## src/rtl/serializador_paralelo_serie.sv

```systemverilog
// Parallel-to-serial loader: accepts a WIDTH-bit word through a ready/load
// handshake and emits it one bit per clock, LSB first, framed by shift_valid,
// followed by a single-cycle done pulse.
module serializador_paralelo_serie #(
  parameter int WIDTH = 4
) (
  input  logic                     clock,
  input  logic                     reset,
  input  logic [WIDTH-1:0]         data_in,
  input  logic                     load,
  output logic                     ready,
  output logic                     serial_out,
  output logic                     shift_valid,
  output logic                     done,
  output logic [$clog2(WIDTH):0]   bit_count
);

  localparam int CW = $clog2(WIDTH) + 1;
  // Count value present while the final bit of the word is on serial_out.
  localparam logic [CW-1:0] LAST_BIT = CW'(WIDTH - 1);

  typedef enum logic [1:0] {
    S_IDLE  = 2'd0,
    S_SHIFT = 2'd1,
    S_DONE  = 2'd2
  } state_t;

  state_t           state_reg, state_next;
  logic [WIDTH-1:0] shift_reg, shift_next;
  logic [CW-1:0]    count_reg, count_next;
  logic [WIDTH-1:0] shifted;

  // Right shift with zero fill, so the next bit to send is always at index 0.
  genvar gi;
  generate
    for (gi = 0; gi < WIDTH - 1; gi++) begin : g_shift
      assign shifted[gi] = shift_reg[gi+1];
    end
  endgenerate
  assign shifted[WIDTH-1] = 1'b0;

  // State, data and count registers; reset (active low) wins over everything.
  always_ff @(posedge clock) begin
    if (!reset) begin
      state_reg <= S_IDLE;
      shift_reg <= '0;
      count_reg <= '0;
    end else begin
      state_reg <= state_next;
      shift_reg <= shift_next;
      count_reg <= count_next;
    end
  end

  // Next-state logic: load only in IDLE, fixed WIDTH shifts, one DONE cycle.
  always_comb begin
    state_next = state_reg;
    shift_next = shift_reg;
    count_next = count_reg;
    case (state_reg)
      S_IDLE: begin
        if (load) begin
          shift_next = data_in;
          count_next = '0;
          state_next = S_SHIFT;
        end
      end
      S_SHIFT: begin
        shift_next = shifted;
        count_next = count_reg + 1'b1;
        if (count_reg == LAST_BIT) begin
          state_next = S_DONE;
        end
      end
      S_DONE: begin
        count_next = '0;
        state_next = S_IDLE;
      end
      default: begin
        shift_next = '0;
        count_next = '0;
        state_next = S_IDLE;
      end
    endcase
  end

  // Outputs depend only on registered state, never directly on inputs.
  assign ready       = (state_reg == S_IDLE);
  assign shift_valid = (state_reg == S_SHIFT);
  assign serial_out  = (state_reg == S_SHIFT) & shift_reg[0];
  assign done        = (state_reg == S_DONE);
  assign bit_count   = count_reg;

endmodule

```

## config.mk

```make
export PLATFORM = sky130hd
export DESIGN_NAME = serializador_paralelo_serie
export DESIGN_NICKNAME = d
export VERILOG_FILES = /design/src/rtl/serializador_paralelo_serie.sv
export SDC_FILE = /design/constraint.sdc
export NUM_CORES = 1
export LEC_CHECK = 0
export CORE_AREA = 3 3 40 42
export DETAILED_ROUTE_END_ITERATION = 8
export DIE_AREA = 0 0 43 45
export GPL_TIMING_DRIVEN = 0
export HOLD_SLACK_MARGIN = 0.1
export MAX_ROUTING_LAYER = met4
export PLACE_DENSITY = 0.73
export SLEW_MARGIN = 30
export SYNTH_ARGS = -nofsm -noshare
export SYNTH_HDL_FRONTEND = slang
export SYNTH_SLANG_ARGS = --single-unit
```

## constraint.sdc

```tcl
create_clock -name clock -period 1.1 [get_ports clock]
set_input_delay 0.11 -clock clock [delete_from_list [all_inputs] [get_ports clock]]
set_output_delay 0.11 -clock clock [all_outputs]
set_load 0.005 [all_outputs]
```

==> summary.md <==
| Metric | Value |
|---|---|
| Status | complete, but fails checks |
| Violated checks | setup timing |
| WS Path Type | register to output port |
| Psw | 189 uW |
| Antenna viol nets, final | 0 |
| Vias in the first global route | 410 |
| Sequential group share of total power | 46.5% |
| Die Span X | 43 um |
| Reg clk slew, reported paths | 0.06 ns |
| Setup Skew | 0.0111 ns |
| Hold WC Path Type | input port to register |
| Synth warn | 0 |
| Root Buffer Master | clkbuf_4 |
| Yosys reg bits | 9 |
| Clock sink total | 9 |
| Worst skew pair latency | 0.27 ns |
| Worst Path Required | 0.99 ns |
| Htree depth | 1 |
| Static leakage | 0.000306 uW |
| Slew @ Worst Pin | 0.288 ns |
| First-pass GRT wire length | 1840 um |
| Via count | 418 |
| Post-Syn Instances | 44 |
| Count leader, synth | dfxtp_1 |
| Clk pwr share | 34.7% |
| Clk buf depth | 2 |
| Layout area overhead | 63.9% |
| Syn avg cell area | 9.92 um2 |
| Max-slew violations | 0 |
| Crit path arrival time | 1.07 ns |
| Vias per cell | 5.04 |
| Wirelength per Cell | 13.3 um |
| N_diodes | 0 |
| Die Footprint | 0.00194 mm2 |
| Tot Pwr | 753 uW |
| FFs w/ async S/R, synth | 0% |
| Max VDD drop | 0.489 mV |
| Crit path max fanout | 4 |
| Port buffer count | 13 |
| Final Critical Period | 1.18 ns |
| Row count | 13 |
| Top-area cell type share of the netlist area | 41.3% |
| Int Pwr | 565 uW |
| I/O pin cnt | 14 |
| Initial DRC count | 5 |
| Setup Viol. Count Final | 3 |
| HPWL Detailed | 655 um |
| Crit share post-route | 108% |
| Starting Density | 34.0% |
| Syn_nets | 53 |
| Rel. slew slack | 80.7% |
| RSZ-0062 raised after global routing | true |
| Setup crit start kind | register |
| Die height | 45 um |
| DRC violations left | 0 |
| CTS tree | built |
| Max reg flops | 4 |
| Largest net degree at the start of global routing | 11 |
| Synth unique cells | 22 |
| Routability cong. | 0.728 |
| Num CTS Buffers | 3 |
| MaxCap Viol Count | 0 |
| Post-synth top cells | dfxtp_1, nor2_1, nand2b_1 |
| Placed instance count | 72 |
| Drt first pass iters | 4 |
| Syn Std Cell Area | 437 um2 |
| Total track usage | 13.7% |
| Sequential cell area fraction in the yosys report | 41.3% |
| Comb power frac | 18.9% |
| Layout Cells excl Fill | 83 |
| Core Region | 0.00128 mm2 |
| Initial antenna violation count | 0 |
| Total grt overflow | 0 |
| Synth top area cells | dfxtp_1, ha_1, mux2i_1 |
| Fraction of layout cells with a size suffix above 1 | 38.2% |
| Detailed Route WL | 1100 um |
| Sw frac | 25.1% |
| Final Hold Fails | 0 |
| Nets | 78 |
| CP Capture Type | output port |
| Dpl ws | -0.287 ns |
| Post-synth EDFFs | 0 |
| Pwr/cell area | 1050 mW/mm2 |
| Peak Freq | 844 MHz |
| Final setup margin | -0.0844 ns |
| Post-synth top flop | dfxtp_1 |
| Area leader, netlist | dfxtp_1 |
==> stage by stage <==
step | TNS [ns] | util [%] | hold WS (ns) | cell area [um2]
after detailed placement | -1.64 | 45.9 | 0.472 | 589
final | -0.227 | 55.7 | 0.318 | 716
after floorplan | 0 | - | 0.256 | 440
after global placement | -1.71 | 45.9 | 0.464 | 589
after CTS | -0.150 | 53.0 | 0.483 | 681
after global routing | -0.349 | 55.7 | 0.383 | 716
==> power by group through the flow <==
stage | sequential (uW) | clock [uW] | combinational [uW]
after floorplan | 360 | 0 | 57.5
after global placement | 362 | 0 | 112
after detailed placement | 362 | 0 | 113
after CTS | 350 | 264 | 127
after global routing | 353 | 283 | 156
final | 350 | 261 | 142
==> critical path, cell delays in order, from the launching register on <==
cell	delay (ns)
dfxtp_4	0.34
and2b_4	0.26
and2_1	0.11
buf_2	0.10
==> cell families after synthesis <==
group,count (synthesis),synth area share [%]
AND/OR/NAND/NOR,19,29.5
flip-flops,9,41.3
multiplexers,2,4.58
adder cells (fa/ha/maj),2,5.73
AO/OA/AOI/OAI,9,15.5
buffers and inverters,3,3.44
==> final timing paths <==
path                                                start                        end  slack, ns  cells past startpoint
worst max-delay path            state_reg[1]$_SDFFE_PN0P_                 serial_out      -0.08                      3
worst min-delay path                                 load  state_reg[0]$_SDFFE_PN0P_       0.32                      3
worst max register to register  bit_count[0]$_SDFFE_PN0P_  bit_count[2]$_SDFFE_PN0P_      -0.08                      5
worst min register to register  shift_reg[0]$_SDFFE_PN0P_  shift_reg[0]$_SDFFE_PN0P_       0.48                      2
==> final cells by class <==
| cell class | instances | area (um2) |
|---|---|---|
| Tap cell | 15 | 18.8 |
| Sequential cell | 9 | 193 |
| Timing Repair Buffer | 20 | 178 |
| Inverter | 2 | 7.51 |
| Fill cell | 118 | 569 |
| Clock buffer | 4 | 26.3 |
| Multi-Input combinational cell | 32 | 282 |
| Buffer | 1 | 11.3 |
==> routing by layer <==
| layer | track usage [%] | share of wire, % | vias to the layer above |
|---|---|---|---|
| met5 | - | 0 | - |
| met4 | 10.8 | 3.2 | 0 |
| met3 | 2.39 | 4.7 | 4 |
| met2 | 22.2 | 48 | 12 |
| met1 | 15.0 | 44 | 194 |
| li1 | - | - | 208 |
==> timing repair <==
action / CTS / global route
pin swaps: 2 / 2
buffers inserted: 5 / 2
setup endpoints to repair: 8 / 9
resized for setup: 28 / 9
gates cloned: 0 / 0
hold buffers: 0 / 0
==> cell usage in the layout, fill, tap and decap left out, types with 3 or more instances in the layout <==
master and count:
nor2_1 4, clkbuf_4 3, buf_4 5, dfxtp_1 5
dfxtp_4 3, clkdlybuf4s50_1 5, buf_6 4, nand2b_1 3
(Power assumes the default switching activity.)
